**src/rtl/tea_stream_pkg.sv**
```systemverilog
// Shared constants and state encoding for the TEA stream upsizer slice.
package tea_stream_pkg;

  localparam int TEA_BLOCK_W = 64;
  localparam int DEF_TID_W   = 8;
  localparam int DEF_TDEST_W = 3;

  typedef enum logic {
    ST_EMPTY   = 1'b0,
    ST_HAVE_LO = 1'b1
  } state_e;

endpackage

```
**src/rtl/tea_stream_out_reg.sv**
```systemverilog
// One-entry valid/ready output register. It loads on (load && slot_free)
// and reports slot_free so the producer can decide to accept upstream.
module tea_stream_out_reg #(
  parameter int W = 8
) (
  input  logic         clk,
  input  logic         rst,
  input  logic         load,
  input  logic         ready,
  input  logic [W-1:0] next_payload,
  output logic         valid,
  output logic [W-1:0] payload,
  output logic         slot_free
);

  assign slot_free = !valid || ready;

  // NOTE: sequential state is written with <= only, so every flop samples pre-edge values.
  always_ff @(posedge clk or posedge rst) begin
    if (rst) begin
      valid   <= 1'b0;
      payload <= '0;
    end else if (load && slot_free) begin
      valid   <= 1'b1;
      payload <= next_payload;
    end else if (ready) begin
      valid   <= 1'b0;
    end
  end

endmodule

```
**src/rtl/tea_stream_upsizer.sv**
```systemverilog
// AXI4-Stream 2:1 upsizer packing 32-bit beats into 64-bit TEA blocks.
// Optional TUSER pass-through is enabled with `define AMBA_AXI_TUSER_EN.
module tea_stream_upsizer
  import tea_stream_pkg::*;
#(
  parameter int S_WIDTH_DATA       = TEA_BLOCK_W / 2,
  parameter int S_WIDTH_DS         = S_WIDTH_DATA / 8,
  parameter int STREAM_WIDTH_TID   = DEF_TID_W,
  parameter int STREAM_WIDTH_TDEST = DEF_TDEST_W,
  parameter int STREAM_WIDTH_TUSER = 1
) (
  input  logic                          ACLK,
  input  logic                          ARESET,
  output logic                          S_TREADY,
  input  logic                          S_TVALID,
  input  logic [S_WIDTH_DATA-1:0]       S_TDATA,
  input  logic [S_WIDTH_DS-1:0]         S_TSTRB,
  input  logic [S_WIDTH_DS-1:0]         S_TKEEP,
  input  logic                          S_TLAST,
  input  logic [STREAM_WIDTH_TID-1:0]   S_TID,
  input  logic [STREAM_WIDTH_TDEST-1:0] S_TDEST,
`ifdef AMBA_AXI_TUSER_EN
  input  logic [STREAM_WIDTH_TUSER-1:0] S_TUSER,
`endif
  input  logic                          M_TREADY,
  output logic                          M_TVALID,
  output logic [2*S_WIDTH_DATA-1:0]     M_TDATA,
  output logic [2*S_WIDTH_DS-1:0]       M_TSTRB,
  output logic [2*S_WIDTH_DS-1:0]       M_TKEEP,
  output logic                          M_TLAST,
`ifdef AMBA_AXI_TUSER_EN
  output logic [STREAM_WIDTH_TUSER-1:0] M_TUSER,
`endif
  output logic [STREAM_WIDTH_TID-1:0]   M_TID,
  output logic [STREAM_WIDTH_TDEST-1:0] M_TDEST
);

  localparam int M_WIDTH_DATA = 2 * S_WIDTH_DATA;
  localparam int M_WIDTH_DS   = 2 * S_WIDTH_DS;
`ifdef AMBA_AXI_TUSER_EN
  localparam int TUSER_EN = 1;
`else
  localparam int TUSER_EN = 0;
`endif
  localparam int PAY_W = M_WIDTH_DATA + 2 * M_WIDTH_DS + 1 + STREAM_WIDTH_TID
                       + STREAM_WIDTH_TDEST + TUSER_EN * STREAM_WIDTH_TUSER;

  state_e state, state_nxt;

  logic [S_WIDTH_DATA-1:0]       lo_data;
  logic [S_WIDTH_DS-1:0]         lo_strb;
  logic [S_WIDTH_DS-1:0]         lo_keep;
  logic [STREAM_WIDTH_TID-1:0]   lo_id;
  logic [STREAM_WIDTH_TDEST-1:0] lo_dest;
  logic                          lo_we;

  logic                          load;
  logic                          slot_free;
  logic                          ready_int;
  logic                          match;
  logic [M_WIDTH_DATA-1:0]       o_data;
  logic [M_WIDTH_DS-1:0]         o_strb;
  logic [M_WIDTH_DS-1:0]         o_keep;
  logic                          o_last;
  logic [STREAM_WIDTH_TID-1:0]   o_id;
  logic [STREAM_WIDTH_TDEST-1:0] o_dest;
  logic [PAY_W-1:0]              next_payload;
  logic [PAY_W-1:0]              payload;

`ifdef AMBA_AXI_TUSER_EN
  logic [STREAM_WIDTH_TUSER-1:0] lo_user;
  logic [STREAM_WIDTH_TUSER-1:0] o_user;
`endif

  assign match = (S_TID == lo_id) && (S_TDEST == lo_dest);

  always_comb begin
    // NOTE: every signal driven here gets a default first, so no path can infer a latch.
    state_nxt = state;
    ready_int = 1'b0;
    lo_we     = 1'b0;
    load      = 1'b0;
    o_data    = '0;
    o_strb    = '0;
    o_keep    = '0;
    o_last    = 1'b0;
    o_id      = '0;
    o_dest    = '0;
`ifdef AMBA_AXI_TUSER_EN
    o_user    = '0;
`endif
    case (state)
      ST_EMPTY: begin
        ready_int = slot_free;
        if (S_TVALID && slot_free) begin
          if (S_TLAST) begin
            load                      = 1'b1;
            o_data[S_WIDTH_DATA-1:0]  = S_TDATA;
            o_strb[S_WIDTH_DS-1:0]    = S_TSTRB;
            o_keep[S_WIDTH_DS-1:0]    = S_TKEEP;
            o_last                    = 1'b1;
            o_id                      = S_TID;
            o_dest                    = S_TDEST;
`ifdef AMBA_AXI_TUSER_EN
            o_user                    = S_TUSER;
`endif
          end else begin
            lo_we     = 1'b1;
            state_nxt = ST_HAVE_LO;
          end
        end
      end
      ST_HAVE_LO: begin
        if (S_TVALID) begin
          // A mismatching beat flushes the low half alone; upper half stays zero.
          o_data[S_WIDTH_DATA-1:0] = lo_data;
          o_strb[S_WIDTH_DS-1:0]   = lo_strb;
          o_keep[S_WIDTH_DS-1:0]   = lo_keep;
          o_id                     = lo_id;
          o_dest                   = lo_dest;
`ifdef AMBA_AXI_TUSER_EN
          o_user                   = lo_user;
`endif
          if (match) begin
            ready_int                                = slot_free;
            o_data[M_WIDTH_DATA-1:S_WIDTH_DATA]      = S_TDATA;
            o_strb[M_WIDTH_DS-1:S_WIDTH_DS]          = S_TSTRB;
            o_keep[M_WIDTH_DS-1:S_WIDTH_DS]          = S_TKEEP;
            o_last                                   = S_TLAST;
`ifdef AMBA_AXI_TUSER_EN
            o_user                                   = lo_user | S_TUSER;
`endif
          end
          if (slot_free) begin
            load      = 1'b1;
            state_nxt = ST_EMPTY;
          end
        end
      end
      default: state_nxt = ST_EMPTY;
    endcase
  end

  assign S_TREADY = ready_int && !ARESET;

  // NOTE: the holding register is reset too, so stale half-blocks never survive a reset.
  always_ff @(posedge ACLK or posedge ARESET) begin
    if (ARESET) begin
      state   <= ST_EMPTY;
      lo_data <= '0;
      lo_strb <= '0;
      lo_keep <= '0;
      lo_id   <= '0;
      lo_dest <= '0;
`ifdef AMBA_AXI_TUSER_EN
      lo_user <= '0;
`endif
    end else begin
      state <= state_nxt;
      if (lo_we) begin
        lo_data <= S_TDATA;
        lo_strb <= S_TSTRB;
        lo_keep <= S_TKEEP;
        lo_id   <= S_TID;
        lo_dest <= S_TDEST;
`ifdef AMBA_AXI_TUSER_EN
        lo_user <= S_TUSER;
`endif
      end
    end
  end

`ifdef AMBA_AXI_TUSER_EN
  assign next_payload = {o_user, o_last, o_id, o_dest, o_keep, o_strb, o_data};
  assign {M_TUSER, M_TLAST, M_TID, M_TDEST, M_TKEEP, M_TSTRB, M_TDATA} = payload;
`else
  assign next_payload = {o_last, o_id, o_dest, o_keep, o_strb, o_data};
  assign {M_TLAST, M_TID, M_TDEST, M_TKEEP, M_TSTRB, M_TDATA} = payload;
`endif

  tea_stream_out_reg #(.W(PAY_W)) u_out_reg (
    .clk          (ACLK),
    .rst          (ARESET),
    .load         (load),
    .ready        (M_TREADY),
    .next_payload (next_payload),
    .valid        (M_TVALID),
    .payload      (payload),
    .slot_free    (slot_free)
  );

endmodule
```
**config.mk**
```make
export PLATFORM = sky130hd
export DESIGN_NAME = tea_stream_upsizer
export DESIGN_NICKNAME = d
export VERILOG_FILES = /design/src/rtl/tea_stream_pkg.sv /design/src/rtl/tea_stream_out_reg.sv /design/src/rtl/tea_stream_upsizer.sv
export SDC_FILE = /design/constraint.sdc
export NUM_CORES = 1
export LEC_CHECK = 0
export ABC_AREA = 1
export BUFFER_PORTS_ARGS = -buffer_cell sky130_fd_sc_hd__buf_2
export CORE_ASPECT_RATIO = 1.1
export CORE_MARGIN = 2
export CORE_UTILIZATION = 38
export DETAILED_ROUTE_END_ITERATION = 16
export GPL_TIMING_DRIVEN = 0
export HOLD_SLACK_MARGIN = 0.02
export PLACE_DENSITY = 0.59
export SLEW_MARGIN = 20
export SYNTH_ARGS = -nofsm -noshare
export SYNTH_HDL_FRONTEND = slang
export SYNTH_HIERARCHICAL = 1
export SYNTH_SLANG_ARGS = --single-unit
```
**constraint.sdc**
```tcl
create_clock -name ACLK -period 3.5 [get_ports ACLK]
set_input_delay 0.7 -clock ACLK [delete_from_list [all_inputs] [get_ports ACLK]]
set_output_delay 0.7 -clock ACLK [all_outputs]
set_load 0.01 [all_outputs]
```
-- After elaboration in Yosys (flattened, before gate mapping)
Cells that the tools add are included.
- bits of input ports: 56
- bits in registers: 145
- output and inout port bits: 94
- multiplexer cells: 45
- bitwise logic cells: 1
- eq/ne operators: 2
- reduce and logical (&&, ||, !) cells: 8
- operator list (cell ; number):
    2-to-1 mux 32 bit ; 4
    2-to-1 mux 64 bit ; 1
    case mux 32 bit (2 select lines) ; 1
    2-to-1 mux 8 bit ; 5
    2-to-1 mux 4 bit ; 8
    case mux 4 bit (2 select lines) ; 2
    case mux 8 bit (2 select lines) ; 1
    2-to-1 mux 1 bit ; 15
    2-to-1 mux 3 bit ; 3
    equality test 8 bit ; 1
    case mux 1 bit (2 select lines) ; 4
    case mux 3 bit (2 select lines) ; 1
    logical AND 1 bit ; 4
    equality test 3 bit ; 1
    logical NOT 1 bit ; 2
    nonzero test 2 bit ; 1
    logical OR 1 bit ; 1
    inverter 1 bit ; 1

-- Depth between registers and ports, before layout
- word-level depth: 7
- mapped depth: 11
- mapped depth without buffers: 10

-- By module
Netlist, hierarchy kept.
- modules (own cells, without submodules) (module ; cells each ; times used ; sequential area each (um^2) ; area each (um^2)):
    tea_stream_out_reg ; 404 ; 1 ; 2327.2 ; 3683.5
    tea_stream_upsizer ; 434 ; 1 ; 1301.2 ; 3256.9

-- Worst setup path before layout
Ideal clock, no wire load.
- kind: input to output
- from: in M_TREADY
- to: out S_TREADY
- data arrival time: 1404 ps
- slack: 1396 ps
- path buffers: 1
- stages: 7
- path through: inv_2 > nand2_4 > buf_2 > nand2_1 > inv_2 > nand3_1 > a21oi_1
- cells in the longest elaborated chain, start to end: 5
- RTL lines (what ; RTL line ; text):
    from (decl) ; tea_stream_upsizer.sv:25 ; input logic M_TREADY,
    logical OR 1 bit * ; tea_stream_out_reg.sv:16 ; assign slot_free = !valid || ready;
    net slot_free ; tea_stream_upsizer.sv:58 ; logic slot_free;
    2-to-1 mux 1 bit ; tea_stream_upsizer.sv:124 ; if (match) begin
    2-to-1 mux 1 bit ; tea_stream_upsizer.sv:114 ; if (S_TVALID) begin
    case mux 1 bit (2 select lines) * ; tea_stream_upsizer.sv:92 ; case (state)
    logical AND 1 bit * ; tea_stream_upsizer.sv:144 ; assign S_TREADY = ready_int && !ARESET;
    to (decl) ; tea_stream_upsizer.sv:14 ; output logic S_TREADY,
The timed path passes the listed nets; every way through them passes the cells marked *.

-- Worst setup path in the final report
- from: reg u_out_reg.valid
- to: out S_TREADY
- cells in the longest elaborated chain, start to end: 6
- RTL lines (what ; RTL line ; text):
    from (decl) ; tea_stream_out_reg.sv:11 ; output logic valid,
    from (signal assigned) ; tea_stream_out_reg.sv:21 ; valid <= 1'b0;
    from (signal assigned) ; tea_stream_out_reg.sv:24 ; valid <= 1'b1;
    from (signal assigned) ; tea_stream_out_reg.sv:27 ; valid <= 1'b0;
    logical NOT 1 bit * ; tea_stream_out_reg.sv:16 ;
    logical OR 1 bit * ; tea_stream_out_reg.sv:16 ;
    net slot_free ; tea_stream_upsizer.sv:58 ;
    2-to-1 mux 1 bit ; tea_stream_upsizer.sv:124 ;
    2-to-1 mux 1 bit ; tea_stream_upsizer.sv:114 ;
    case mux 1 bit (2 select lines) * ; tea_stream_upsizer.sv:92 ;
    logical AND 1 bit * ; tea_stream_upsizer.sv:144 ;
Marked as above.

==> run_results.csv <==
group,metric,value,unit
worst_setup_path,critPathKind,"reg2out",
power,leakagePower,4.69,nW
worst_setup_path,r2r_start,"u_out_reg/valid",
global_route,antenna_found_initial,1,
global_route,grt_first_pass_wirelength,33400,µm
worst_setup_path,crit_arrival,1.86,ns
synthesis,synth_seq_cells,145,
clock_network,clock_latency,0.42,ns
worst_setup_path,worstPathRequired,2.80,ns
clock_network,root_buffer,"clkbuf_16",
synthesis,ys_warn_count,6,
worst_setup_path,critical-path-top-delay-family,"buffers and inverters",
synthesis,synth_area,6940,µm²
detailed_routing,dr.pass1.iters,5,
timing,min_period,2.56,ns
clock_network,clkSinkCount,145,
worst_setup_path,worstSetupPathDepth,7,
synthesis,yosysTopAreaCell,"dfrtp_1",
worst_setup_path,cp_common_cell,"buf_2",
worst_setup_path,critical_path.startpoint,"u_out_reg/valid",
place,io_buffers,148,
synthesis,synth_cell_type_count,22,
worst_setup_path,critPathCaptureType,"primary output",
timing,post-route-period-util,73.2,%
final_layout,drive_above_1_share,26.4,%
worst_hold_path,min_path_type,"in2async",
clock_network,post_cts_resized,0,
clock_network,cts_htree_levels,4,
timing,holdWs,0.297,ns
detailed_routing,via_count,6176,
floorplanning,die_w,133,µm
synthesis,synth-edff-count,0,
timing,setup_viol,0,
power,powerDensity,578,nW/µm²
floorplanning,fp-row-count,51,
clock_network,cts_buffers,17,
timing,tightest_slew,0.683,ns
global_route,grt_pass1_vias,6247,
detailed_routing,routed_via_density,4.92,
timing,skew,0.0105,ns
floorplanning,coreArea,17800,µm²
synthesis,syn_area_per_cell,8.28,µm²
floorplanning,io_pins,150,
detailed_routing,antenna_left,0,
floorplanning,dieArea,19400,µm²
synthesis,ys_top_cells_by_count,"268 x nand2_1, 145 x dfrtp_1, 136 x nand3_1, 86 x o21ai_0, 64 x inv_1",
synthesis,ys_seq_area_share,52.3,%
timing,maxSlewViolCount,0,
worst_setup_path,crit_end,"S_TREADY",
place,pre_cts_slack,0.969,ns
power,peakVddDrop,0.407,mV
final_layout,diodes,0,
worst_setup_path,crit_path_start_kind,"register",
power,p_total,4.96,mW
clock_network,clkTransAtPathRegs,0.06,ns
worst_setup_path,cp_slowest_cell,"dfrtp_1",
clock_network,cts_tree,"yes",
synthesis,yosysMostFrequentCell,"nand2_1",
global_route,grt_max_degree,63,
clock_network,clockBufferDepth,2,
final_layout,syn_to_final_growth,23.6,%
place,place_congestion,0.814,
global_route,grt_usage,21.8,%
worst_setup_path,crit_chain,"nand2_4 -> buf_2 -> nand2_1 -> inv_2 -> nand3_1 -> a21oi_1 -> buf_2",
synthesis,syn_inst,838,
status,outcome,"complete, no violations",
worst_setup_path,reg2reg_depth,9,
synthesis,syn-num-nets,894,
clock_network,postCtsHoldBufs,0,
timing,fmax,390,MHz
timing,rsz0062_at_grt,"false",
detailed_routing,drcViolationCount,0,
synthesis,yosysTopAreaCellShare,52.3,%
worst_setup_path,timing.reg2reg.setup_slack,1.33,ns
floorplanning,die_h,146,µm
final_layout,fin_nets,1062,
synthesis,synth.area.top_cells,"dfrtp_1 52%, nand2_1 14%, nand3_1 9.8%, o21ai_0 6.2%, nor3_2 5.8%",
worst_setup_path,worstPathBufferInverterCount,3,
worst_setup_path,regToRegEndpoint,"u_out_reg/payload[3]",
global_route,grt_remaining_overflow,0,
flow_run,cap_viol_max_count,0,
worst_setup_path,cp_max_fo,11,
floorplanning,start_util,39.0,%
synthesis,async_flop_share,100,%
synthesis,synth_ff_type,"dfrtp_1",
detailed_routing,drt_iter0_markers,467,
detailed_routing,wire_per_inst,15.9,µm
place,hpwl,14400,µm
timing,finalHoldViolations,0,
timing,fin_ws,0.939,ns
detailed_routing,drt_wl_total,20000,µm
clock_network,cts_setup_buffers,0,
timing,maxSlewHeadroom,54.5,%
worst_setup_path,critPathMaxStageDelay,0.40,ns
==> cell families after synthesis <==
kind of cell | Yosys count | share of synthesized area [%]
AO/OA/AOI/OAI | 105 | 7.75
XOR/XNOR | 1 | 0.126
AND/OR/NAND/NOR | 456 | 31.0
buffers and inverters | 131 | 8.83
flip-flops | 145 | 52.3
==> registers in the layout, summed over array words and instances, names as in the netlist <==
name / cells
lo_id: 8
state: 1
u_out_reg/payload: 92
u_out_reg/valid: 1
lo_dest: 3
lo_data: 32
lo_keep: 4
lo_strb: 4
==> placed cells by master, fill, tap and decap left out, types with 2 or more instances in the layout <==
cell       count
o21ai_1        8
clkbuf_1      23
buf_6          6
inv_2          2
buf_4         10
clkbuf_2       2
clkbuf_8       3
nor3_2        40
clkinv_2       2
o22ai_1       10
nor2_1         6
bufinv_16      2
nand2_2        2
nand2_1      268
clkbuf_16     17
nand4_1        2
inv_1         62
nand3_1      136
buf_2        177
dfrtp_1      145
o21ai_0       86
==> stage by stage <==
step                      instances  utilization (%)  setup TNS [ns]  area [µm²]
after floorplan                 838                -               0        6940
after global placement         1224             44.8          -95.19        7980
after detailed placement       1225             45.0               0        8010
after CTS                      1256             48.2               0        8580
after global routing           1256             48.2               0        8580
final                          1256             48.2               0        8580
==> cell type report <==
type	instances	area, µm²
inverter	66	255
tap	238	298
clock inverter	5	77.6
clock buffer	26	489
fill	1786	9220
sequential	145	3630
timing repair buffer	149	768
buffer	65	365
multi-input combinational	562	2700
==> layer usage <==
metal  share of wire, %  GRT usage, %
met1                 47          30.6
met2                 47          34.3
met3                4.3          3.80
met4                1.7          7.10
met5              0.060             0
==> power breakdown <==
group / switching (mW) / total (mW) / internal, mW
registers: 0.170 / 2.15 / 1.98
logic: 0.675 / 1.04 / 0.361
clock network: 0.674 / 1.77 / 1.10
==> worst min-delay path by stage <==
stage	from	end	slack, ns
floorplan	lo_data[10]	lo_data[10]	0.45
global placement	u_out_reg/payload[32]	u_out_reg/payload[32]	0.45
detailed placement	u_out_reg/payload[32]	u_out_reg/payload[32]	0.45
CTS	ARESET	u_out_reg/payload[87]	0.30
global route	ARESET	u_out_reg/payload[80]	0.32
finish	ARESET	u_out_reg/payload[86]	0.30
==> worst reg2reg max path: cells and delay by family (launching register included) <==
family	cells	cell delay [ns]
DFF	1	0.40
AOI/OAI and AO/OA	1	0.30
buffers and inverters	3	0.66
and+or+nand+nor	5	0.74
Note: power is estimated with default switching activity, not from simulation.
